--- src/rtl/jtkunio_obj_draw.sv ---
// Kunio object draw engine: fetches one 16-pixel 4bpp sprite row from the object ROM
// and writes its opaque pixels, one per clock, into the object line buffer.
module jtkunio_obj_draw (
  input  logic        clk,
  input  logic        rst_n,
  input  logic        draw,
  input  logic [11:0] code,
  input  logic [3:0]  vsub,
  input  logic        hflip,
  input  logic [1:0]  pal,
  input  logic [7:0]  xpos,
  output logic        busy,
  output logic        rom_cs,
  output logic [17:0] rom_addr,
  input  logic [31:0] rom_data,
  input  logic        rom_ok,
  output logic [7:0]  buf_addr,
  output logic [5:0]  buf_din,
  output logic        buf_we
);

  localparam logic [2:0] IDLE   = 3'd0;
  localparam logic [2:0] FETCH0 = 3'd1;
  localparam logic [2:0] DRAW0  = 3'd2;
  localparam logic [2:0] FETCH1 = 3'd3;
  localparam logic [2:0] DRAW1  = 3'd4;

  logic [2:0]  st_q, st_d;
  logic [11:0] code_q;
  logic [3:0]  vsub_q;
  logic        hflip_q;
  logic [1:0]  pal_q;
  logic [7:0]  xpos_q;
  logic [31:0] word_q;
  logic [3:0]  cnt_q;
  logic        first_q;  // rom_ok may still belong to the previous address
  logic        capture;
  logic        drawing;
  logic [2:0]  idx;
  logic [31:0] shifted;
  logic [3:0]  pix;

  assign busy    = (st_q != IDLE);
  assign rom_cs  = (st_q == FETCH0) || (st_q == FETCH1);
  assign drawing = (st_q == DRAW0) || (st_q == DRAW1);

  always_comb begin
    st_d    = st_q;
    capture = 1'b0;
    case (st_q)
      IDLE:   if (draw) st_d = FETCH0;
      FETCH0: if (rom_ok && !first_q) begin
        capture = 1'b1;
        st_d    = DRAW0;
      end
      DRAW0:  if (cnt_q[2:0] == 3'd7) st_d = FETCH1;
      FETCH1: if (rom_ok && !first_q) begin
        capture = 1'b1;
        st_d    = DRAW1;
      end
      DRAW1:  if (cnt_q[2:0] == 3'd7) st_d = IDLE;
      default: st_d = IDLE;
    endcase
  end

  // Flipped rows walk the word right to left.
  always_comb begin
    idx     = hflip_q ? ~cnt_q[2:0] : cnt_q[2:0];
    shifted = word_q << {idx, 2'b00};
    pix     = shifted[31:28];
  end

  always_ff @(posedge clk or negedge rst_n) begin
    if (!rst_n) begin
      st_q     <= IDLE;
      code_q   <= '0;
      vsub_q   <= '0;
      hflip_q  <= 1'b0;
      pal_q    <= '0;
      xpos_q   <= '0;
      word_q   <= '0;
      cnt_q    <= '0;
      first_q  <= 1'b0;
      rom_addr <= '0;
      buf_addr <= '0;
      buf_din  <= '0;
      buf_we   <= 1'b0;
    end else begin
      st_q <= st_d;
      if (rom_cs) first_q <= 1'b0;
      if (st_q == IDLE && draw) begin
        code_q   <= code;
        vsub_q   <= vsub;
        hflip_q  <= hflip;
        pal_q    <= pal;
        xpos_q   <= xpos;
        cnt_q    <= '0;
        first_q  <= 1'b1;
        rom_addr <= {code, vsub, hflip, 1'b0};
      end
      if (st_q == DRAW0 && st_d == FETCH1) begin
        first_q  <= 1'b1;
        rom_addr <= {code_q, vsub_q, ~hflip_q, 1'b0};
      end
      if (capture) word_q <= rom_data;
      buf_we <= drawing && (pix != 4'd0);
      if (drawing) begin
        buf_addr <= xpos_q + {4'd0, cnt_q};
        buf_din  <= {pal_q, pix};
        cnt_q    <= cnt_q + 4'd1;
      end
    end
  end

endmodule

--- config.mk ---
export PLATFORM = sky130hd
export DESIGN_NAME = jtkunio_obj_draw
export DESIGN_NICKNAME = d
export VERILOG_FILES = /design/src/rtl/jtkunio_obj_draw.sv
export SDC_FILE = /design/constraint.sdc
export NUM_CORES = 1
export LEC_CHECK = 0
export CELL_PAD_IN_SITES_DETAIL_PLACEMENT = 1
export CELL_PAD_IN_SITES_GLOBAL_PLACEMENT = 1
export CORE_ASPECT_RATIO = 1.2
export CORE_UTILIZATION = 41
export CTS_BUF_LIST = sky130_fd_sc_hd__clkbuf_4 sky130_fd_sc_hd__clkbuf_8
export CTS_CLUSTER_DIAMETER = 30
export DETAILED_ROUTE_END_ITERATION = 7
export PLACE_DENSITY_LB_ADDON = 0.1
export SLEW_MARGIN = 0
export SYNTH_ARGS = -nofsm -noshare
export SYNTH_HDL_FRONTEND = slang
export SYNTH_SLANG_ARGS = --single-unit
--- constraint.sdc ---
create_clock -name clk -period 2 [get_ports clk]
set_clock_uncertainty 0.05 [all_clocks]
set_input_delay 0.4 -clock clk [delete_from_list [all_inputs] [get_ports clk]]
set_output_delay 0.4 -clock clk [all_outputs]
set_load 0.05 [all_outputs]
==> results_dict.tcl, run 1 <==
set metrics [dict create \
    synthMuxAreaShare_pct 14.7 \
    synth_top_family_by_area "multiplexers" \
    yosys.area_share.simple_pct 12.6 \
    clock-sinks 99 \
    status "completed" \
    async_flop_share_pct 100 \
    slowest_stage "clkdlybuf4s50_1" \
    finalPower_mw 10.6 \
    clk_pin_slew_ns 0.09 \
    crit_chain "clkdlybuf4s50_1" \
    cp-start-kind "register" \
    grt_max_degree 100 \
    fin_nets 618 \
    yosysWarnings 0 \
    antenna_found_initial 0 \
    synth_cell_types 37 \
    grt_pass1_wl_um 18600 \
    cts_root_buffer "clkbuf_8" \
    io_pins 98 \
    fin_tns_setup_ns 0 \
    synth_edf_count 0 \
    arrival_ns 1.47 \
    place.gp.congestion 0.747 \
    synthAdderAreaFrac_pct 2.04 \
    syn_to_final_growth_pct 29.5 \
    die_h_um 119 \
    drv_cap 0 \
    routedWlPerCell_um 16.1 \
    grt.total_usage_pct 20.2 \
    synth_top_area_share_pct 53.1 \
    syn_area_mm2 0.00467 \
    grt-ovfl-total 0 \
    synth_fp_nets 524 \
    cp_max_fo 1 \
    cts_tree "built" \
    vias 3596 \
    reg2reg_to "buf_addr[7]" \
    powerDensity_mw_per_mm2 1760 \
    ys_seq_area_share_pct 53.1 \
    die_w_um 99.4 \
    critPathBufInv 1 \
    htree_num_levels 3 \
    n_fill_cell 1221 \
    clock_latency_ns 0.36 \
    syn_area_per_cell_um2 10.3 \
    ant_nets 0 \
    cts_hold_buf 0 \
    drt_first_pass_iters 4 \
    r2r-start "cnt_q[1]" \
    slew_violations 0 \
    rr_worst_depth 6 \
    hold_path_class "in -> async" \
    drc 0 \
    initial_core_util_pct 42.3 \
    holdWs_ns 0.0135 \
    antennaDiodeCount 0 \
    yosys.area.top_type "dfrtp_1" \
    clock.fmax_mhz 520 \
    cts_setup_buffers 0 \
    period_share_pct 96.2 \
    dieArea_mm2 0.0118 \
    place_hpwl_um 7710 \
    required_ns 1.55 \
    synth_ff_type "dfrtp_1" \
    slew-limit-headroom_pct 63.6 \
    ys_seq_elements 99 \
    end_kind "output port" \
    synth_xor_area_share_pct 1.31 \
    hold_viol_final 0 \
    synth_cells 454 \
    slowest_delay_ns 0.79 \
    port_buffers 96 \
    first_iter_violations 88 \
    rows 42 \
    p_leak_nw 2.95 \
    utilization_pct 54.8 \
    synthTopCellsByArea "dfrtp_1 53%, nand2_1 10%, mux2_2 8.7%" \
    path_delay_family "buffers and inverters" \
    synth-compound-area-share_pct 12.3 \
    drive_gt1_share_pct 14.8 \
    peakVddDrop_uv 839 \
    setup_violations 0 \
    reg2reg_slack_ns 0.11 \
    layout_min_cycle_time_ns 1.92 \
    viasPerCell 5.25 \
    cts_buffers 9 \
    critPathKind "reg -> out" \
    routed_wl_um 11000 \
    rsz0062_at_grt "true" \
    grt_pass1_vias 3947 \
    cts_max_path_buffers 2 \
    tightest_slew_ns 0.547 \
    core_mm2 0.0110 \
    multi_input_area_mm2 0.00202 \
    regArea_mm2 0.00248 \
]
## final cells by class
class                      count  area share [%]
tap                          132            2.73
clock inverter                 6            1.84
sequential                    99            41.0
timing repair buffer         112            18.3
multi-input combinational    318            33.4
clock buffer                  10            2.17
inverter                       8           0.497
## report_power, final
group          switching [mW]  internal, mW  leakage, nW
combinational            3.18          2.21         1.62
sequential              0.722          2.99         1.22
clock                   0.696         0.848        0.120
## flip-flops by register name, indices dropped and copies added, names as in the netlist, 2 cells and up
name / count
code_q: 12
buf_din: 6
rom_addr: 17
cnt_q: 4
pal_q: 2
vsub_q: 4
xpos_q: 8
st_q: 3
buf_addr: 8
word_q: 32
## cell families (layout without fill, tap and decap cells)
| group | after synthesis | after routing |
|---|---|---|
| fa+ha+maj | 7 | 7 |
| other cells | 1 | 1 |
| xor+xnor | 7 | 7 |
| mux | 64 | 64 |
| buf+inv | 37 | 136 |
| flops | 99 | 99 |
| compound gates | 93 | 93 |
| simple gates | 146 | 146 |
## cell usage in the layout, fill, tap and decap left out, drive strengths merged, types with 10 or more instances in the layout
master,instances
nand2,125
clkdlybuf4s50,62
clkbuf,10
o21ai,24
mux2,36
o22ai,12
buf,26
a21oi,19
a21o,19
dlygate4sd2,18
dfrtp,99
mux2i,28
## cell usage after synthesis (all sizes together), types with 2 or more instances
| cell | number |
|---|---|
| nand2 | 125 |
| a21o | 19 |
| a22o | 2 |
| inv | 8 |
| nor2b | 4 |
| clkbuf | 11 |
| o21ai | 24 |
| nor3 | 2 |
| xnor2 | 3 |
| nor2 | 5 |
| o22ai | 12 |
| ha | 6 |
| xor2 | 4 |
| mux2 | 36 |
| o21a | 8 |
| buf | 18 |
| dfrtp | 99 |
| mux2i | 28 |
| a21oi | 19 |
| a31oi | 5 |
| nand3 | 3 |
| and3 | 2 |
| nand2b | 2 |
## repair_timing
action,in CTS,in global routing
endpoints found under the setup margin,18,21
resized for setup,18,10
pin swaps,0,1
## metal layers
layer	routed length, um	global-route usage [%]
met4	163	7.72
met2	5840	35.9
met1	4600	23.8
met3	416	4.23
met5	0	0
## worst reg2reg max path, delay by kind of cell (launching register included)
| kind | cells | cell delay (ns) |
|---|---|---|
| AO/OA/AOI/OAI | 5 | 1.02 |
| adder cells (fa/ha/maj) | 1 | 0.31 |
| flip-flops | 1 | 0.45 |
## metrics by stage
| step | std cells | setup slack (ns) | instance area, um2 |
|---|---|---|---|
| finish | 685 | 0.0763 | 6040 |
| global route | 685 | -0.0432 | 6040 |
| floorplan | 454 | 0.245 | 4670 |
| global placement | 669 | 0.0238 | 5790 |
| CTS | 685 | 0.00138 | 6010 |
| detailed placement | 669 | -0.0299 | 5790 |
## worst max path at each step
stage / start / to / slack [ns] / depth (start not counted)
2_1_floorplan: cnt_q[1] / rom_addr[10] / 0.24 / 7
3_3_place_gp: rom_ok / word_q[8] / 0.02 / 5
3_5_place_dp: rom_ok / word_q[15] / -0.03 / 5
4_1_cts: st_q[2] / busy / 0.001 / 3
5_1_grt: xpos_q[0] / buf_addr[6] / -0.04 / 8
6_report: buf_we / buf_we / 0.08 / 1
Note: power is estimated with default switching activity, not from simulation.
==> inputs of run 2 (changes only) <==
--- a/config.mk
+++ b/config.mk
@@ -8,11 +8,12 @@
 export CELL_PAD_IN_SITES_DETAIL_PLACEMENT = 1
 export CELL_PAD_IN_SITES_GLOBAL_PLACEMENT = 1
 export CORE_ASPECT_RATIO = 1.2
+export CORE_MARGIN = 2
 export CORE_UTILIZATION = 41
 export CTS_BUF_LIST = sky130_fd_sc_hd__clkbuf_4 sky130_fd_sc_hd__clkbuf_8
 export CTS_CLUSTER_DIAMETER = 30
 export DETAILED_ROUTE_END_ITERATION = 7
-export PLACE_DENSITY_LB_ADDON = 0.1
+export PLACE_DENSITY_LB_ADDON = 0.15
 export SLEW_MARGIN = 0
 export SYNTH_ARGS = -nofsm -noshare
 export SYNTH_HDL_FRONTEND = slang
==> constraint.sdc (replaced) <==
create_clock -name clk -period 1.96 [get_ports clk]
set_clock_uncertainty 0.05 [all_clocks]
set_input_delay 0.392 -clock clk [delete_from_list [all_inputs] [get_ports clk]]
set_output_delay 0.392 -clock clk [all_outputs]
set_load 0.05 [all_outputs]
==> results_dict.tcl, run 2 (synthesis results as in run 1) <==
set metrics [dict create \
    port_buffers 96 \
    io_pins 98 \
    antennaDiodeCount 0 \
    cp_max_fo 16 \
    top_register "word_q" \
    end_kind "register" \
    die_h_um 121 \
    powerDensity_mw_per_mm2 1770 \
    largest_reg_flops 32 \
    routed_wl_um 11600 \
    largest_registers "word_q x32, rom_addr x17, code_q x12" \
    drv_cap 0 \
    viasPerCell 5.08 \
    first_iter_violations 101 \
    status "completed" \
    placed_cells 692 \
    path_delay_family "buffers and inverters" \
    peakVddDrop_uv 878 \
    drt_first_pass_iters 4 \
    n_fill_cell 1233 \
    period_share_pct 96.3 \
    arrival_ns 2.10 \
    routedWlPerCell_um 16.1 \
    crit_chain "buf_12 -> ha_1 -> ha_2 -> nand2_2 -> nor3_4 -> buf_4 -> buf_8 -> a21oi_1 -> a21o_1" \
    slowest_delay_ns 0.40 \
    drive_gt1_share_pct 18.8 \
    critPathKind "reg -> reg" \
    place_hpwl_um 8170 \
    seq_power_share_pct 34.8 \
    ant_nets 0 \
    p_sw_share_pct 43.7 \
    p_sw_mw 4.79 \
    grt_max_degree 55 \
    slew_violations 0 \
    antenna_found_initial 0 \
    drc 0 \
    p_leak_nw 2.96 \
    cts_max_path_buffers 2 \
    grt_pass1_vias 3826 \
    clock_latency_ns 0.37 \
    grt-ovfl-total 0 \
    clk_pin_slew_ns 0.10 \
    fin_nets 631 \
    clock.fmax_mhz 530 \
    final_common_cell "nand2_1" \
    syn_to_final_growth_pct 32.6 \
    rows 42 \
    vias 3649 \
    place.gp.congestion 0.822 \
    core_mm2 0.0111 \
    intPower_mw 6.17 \
    cts_buffers 9 \
    dieArea_mm2 0.0123 \
    slowest_stage "dfrtp_2" \
    fin_cells 719 \
    critPathBufInv 3 \
    power.clock.fraction_pct 13.5 \
    hold_path_class "in -> async" \
    p_comb_share_pct 51.8 \
    cp-start-kind "register" \
    cts_tree "built" \
    utilization_pct 55.8 \
    initial_core_util_pct 42.1 \
    clock-sinks 99 \
    grt_pass1_wl_um 18600 \
    layout_common_cells "124 x nand2_1, 96 x dfrtp_1, 61 x clkdlybuf4s50_1" \
    setup_violations 0 \
    cts_root_buffer "clkbuf_8" \
    grt.total_usage_pct 19.3 \
    hold_viol_final 0 \
    required_ns 2.17 \
    worst_slack_ns 0.0725 \
    die_w_um 101 \
    layout_min_cycle_time_ns 1.89 \
    htree_num_levels 3 \
    pre_cts_slack_ns -0.0657 \
]
-- run 2: path summary, 6_finish.rpt --
kind / start / end / slack (ns) / cells past startpoint
setup / recovery: cnt_q[0] / rom_addr[16] / 0.07 / 9
hold / removal: rst_n / buf_din[0] / 0.36 / 2
setup reg to reg: cnt_q[0] / rom_addr[16] / 0.07 / 9
hold reg to reg: buf_addr[4] / buf_addr[4] / 0.43 / 2
max in group asynchronous: rst_n / cnt_q[0] / 0.81 / 3
min in group clk: buf_addr[4] / buf_addr[4] / 0.43 / 2
-- run 2: metrics by stage --
| stage | TNS, ns | hold slack, ns | area [um2] | power (mW) |
|---|---|---|---|---|
| after CTS | 0 | 0.348 | 6040 | 10.9 |
| after detailed placement | -1.55 | 0.215 | 5820 | 9.53 |
| final | 0 | 0.364 | 6190 | 11.0 |
| after floorplan | 0 | 0.0464 | 4670 | 7.71 |
| after global placement | 0 | 0.213 | 5820 | 9.27 |
| after global routing | -0.0191 | 0.383 | 6190 | 11.8 |
-- run 2: area by class of cell --
type | instances | area, um2 | area share (%)
Timing Repair Buffer | 125 | 1220 | 19.7
Sequential cell | 99 | 2480 | 40.1
Tap cell | 154 | 193 | 3.11
Inverter | 8 | 30.0 | 0.485
Clock buffer | 10 | 138 | 2.22
Clock inverter | 5 | 85.1 | 1.38
Multi-Input combinational cell | 318 | 2040 | 33.0
-- run 2: what timing repair did --
action | 4_1_cts | 5_1_grt
setup endpoints to repair | 19 | 20
cloned | 0 | 1
resized for setup | 19 | 10
pin swaps | 0 | 2
hold endpoints to repair | 14 | 0
setup buffers | 0 | 10
hold buffers | 1 | 0
-- run 2: per-layer routing --
layer  vias up  share of wire, %  global-route usage, %
met5         -                 0                      0
met4         0               2.1                   6.67
met3        15               3.6                   3.57
met2        71                52                   33.8
met1      1812                42                   23.8
li1       1751                 -                      -
-- run 2: power groups by stage --
stage          logic (mW)  registers, mW  clock network, mW
3_3_place_gp         5.49           3.78                  0
5_1_grt              6.21           3.95               1.59
6_report             5.67           3.81               1.48
3_5_place_dp         5.69           3.84                  0
2_1_floorplan        3.08           4.64                  0
4_1_cts              5.59           3.81               1.52
==> inputs of run 3 (changes only) <==
--- a/config.mk
+++ b/config.mk
@@ -8,13 +8,13 @@
 export CELL_PAD_IN_SITES_DETAIL_PLACEMENT = 1
 export CELL_PAD_IN_SITES_GLOBAL_PLACEMENT = 1
 export CORE_ASPECT_RATIO = 1.2
-export CORE_MARGIN = 2
+export CORE_MARGIN = 3
 export CORE_UTILIZATION = 41
 export CTS_BUF_LIST = sky130_fd_sc_hd__clkbuf_4 sky130_fd_sc_hd__clkbuf_8
 export CTS_CLUSTER_DIAMETER = 30
 export DETAILED_ROUTE_END_ITERATION = 7
 export PLACE_DENSITY_LB_ADDON = 0.15
-export SLEW_MARGIN = 0
+export SLEW_MARGIN = 10
 export SYNTH_ARGS = -nofsm -noshare
 export SYNTH_HDL_FRONTEND = slang
 export SYNTH_SLANG_ARGS = --single-unit
==> results_dict.tcl, run 3 (synthesis results as in run 1) <==
set metrics [dict create \
    routedWlPerCell_um 15.9 \
    layout_common_cells "125 x nand2_1, 97 x dfrtp_1, 61 x clkdlybuf4s50_1" \
    slowest_delay_ns 0.47 \
    cp-start-kind "register" \
    place_hpwl_um 8200 \
    antennaDiodeCount 0 \
    grt-ovfl-total 0 \
    die_w_um 103 \
    grt_pass1_wl_um 18600 \
    clock-sinks 99 \
    p_leak_nw 2.88 \
    viasPerCell 5.11 \
    tightest_slew_ns 0.500 \
    critPathKind "reg -> reg" \
    required_ns 2.14 \
    final_common_cell "nand2_1" \
    period_share_pct 95.2 \
    peakVddDrop_uv 916 \
    powerDensity_mw_per_mm2 1780 \
    r2r-start "cnt_q[0]" \
    hold_path_class "reg -> reg" \
    hold_viol_final 0 \
    slew-limit-headroom_pct 66.6 \
    status "completed" \
    layout_min_cycle_time_ns 1.87 \
    slowest_stage "dfrtp_2" \
    rsz0062_at_grt "false" \
    drv_cap 0 \
    routed_wl_um 11300 \
    initial_core_util_pct 42.1 \
    top_register "word_q" \
    end_kind "register" \
    crit_cells 6 \
    rows 42 \
    grt_pass1_vias 3874 \
    n_fill_cell 1240 \
    htree_num_levels 3 \
    clock_latency_ns 0.36 \
    syn_to_final_growth_pct 29.7 \
    die_h_um 123 \
    hold_start "code_q[10]" \
    dieArea_mm2 0.0127 \
    antenna_found_initial 0 \
    clk_pin_slew_ns 0.10 \
    fin_tns_setup_ns 0 \
    port_buffers 96 \
    design_area_mm2 0.00605 \
    grt.total_usage_pct 18.6 \
    fin_nets 621 \
    clock.fmax_mhz 536 \
    cts_root_buffer "clkbuf_8" \
    ant_nets 0 \
    first_iter_violations 89 \
    reg2reg_to "buf_we" \
    path_delay_family "compound AO/OA/AOI/OAI gates" \
    utilization_pct 54.6 \
    post_dp_cell_area_mm2 0.00583 \
    rr_worst_depth 6 \
    io_pins 98 \
    holdWs_ns 0.434 \
    placed_cells 693 \
    largest_reg_flops 32 \
    core_mm2 0.0111 \
    hold-path-endpoint "code_q[10]" \
    drive_gt1_share_pct 17.1 \
    fin_cells 710 \
    cp_max_fo 32 \
    vias 3630 \
    cts_buffers 9 \
    setup_violations 0 \
    crit_chain "buf_12 -> mux2_2 -> nand2_1 -> a31oi_1 -> o22ai_1 -> a41oi_1" \
    slew_violations 0 \
    arrival_ns 2.04 \
    reg2reg_slack_ns 0.09 \
    drt_first_pass_iters 5 \
    place.gp.congestion 0.816 \
    cts_max_path_buffers 2 \
    largest_registers "word_q x32, rom_addr x17, code_q x12" \
    critPathBufInv 1 \
    hold_depth 2 \
    cts_tree "built" \
    grt_max_degree 53 \
    drc 0 \
]
run 3: changes by cell type in the layout (fill, tap and decap cells not counted), sizes merged:
cell / change
clkinv: -1
dlymetal6s2s: +1
inv: +1
clkinvlp: +2
clkbuf: -2
bufinv: -1
buf: -6
dlygate4sd2: -3
run 3: layer usage:
layer,global-route usage (%),vias to the layer above,share of wire (%)
li1,-,1739,-
met1,22.9,1810,43
met2,32.7,66,52
met3,3.47,15,3.5
met4,5.67,0,1.5
met5,0,-,0
run 3: worst max-delay path by stage:
| stage | start | to | slack (ns) |
|---|---|---|---|
| final | cnt_q[0] | buf_we | 0.09 |
| after global routing | cnt_q[0] | buf_addr[6] | 0.03 |
| after CTS | buf_we | buf_we | 0.003 |
| after detailed placement | rom_ok | word_q[11] | -0.06 |
| after global placement | rom_ok | word_q[28] | -0.005 |
| after floorplan | cnt_q[1] | rom_addr[10] | 0.20 |
run 3: tightest hold or removal path, cell delays in order, from the launching register on:
cell     delay, ns
dfrtp_1       0.36
nand2_1       0.05
nand2_1       0.05
run 3: metrics by stage:
step                      power [mW]  setup slack, ns
after floorplan                 7.71            0.205
after global placement          9.30         -0.00510
after detailed placement        9.54          -0.0554
after CTS                       10.9          0.00256
after global routing            11.6           0.0305
final                           10.8           0.0947
run 3: area by class of cell:
class / instances / area [um2] / area share (%)
clock buffers: 10 / 138 / 2.27
repair buffers: 115 / 1100 / 18.3
clock inverters: 6 / 72.6 / 1.20
multi-input cells: 318 / 2040 / 33.6
well taps: 154 / 193 / 3.18
inverters: 8 / 30.0 / 0.496
flip-flops and latches: 99 / 2480 / 41.0
run 3: power by group:
group	switching [mW]	internal (mW)
sequential	0.758	3.05
combinational	3.27	2.29
clock	0.758	0.639
total	4.79	5.98
run 3: what timing repair did:
item,CTS,global route
resized for setup,16,5
endpoints found under the setup margin,16,3
setup buffers,0,0
pin swaps,0,1
hold buffers,1,0
endpoints found under the hold margin,30,0
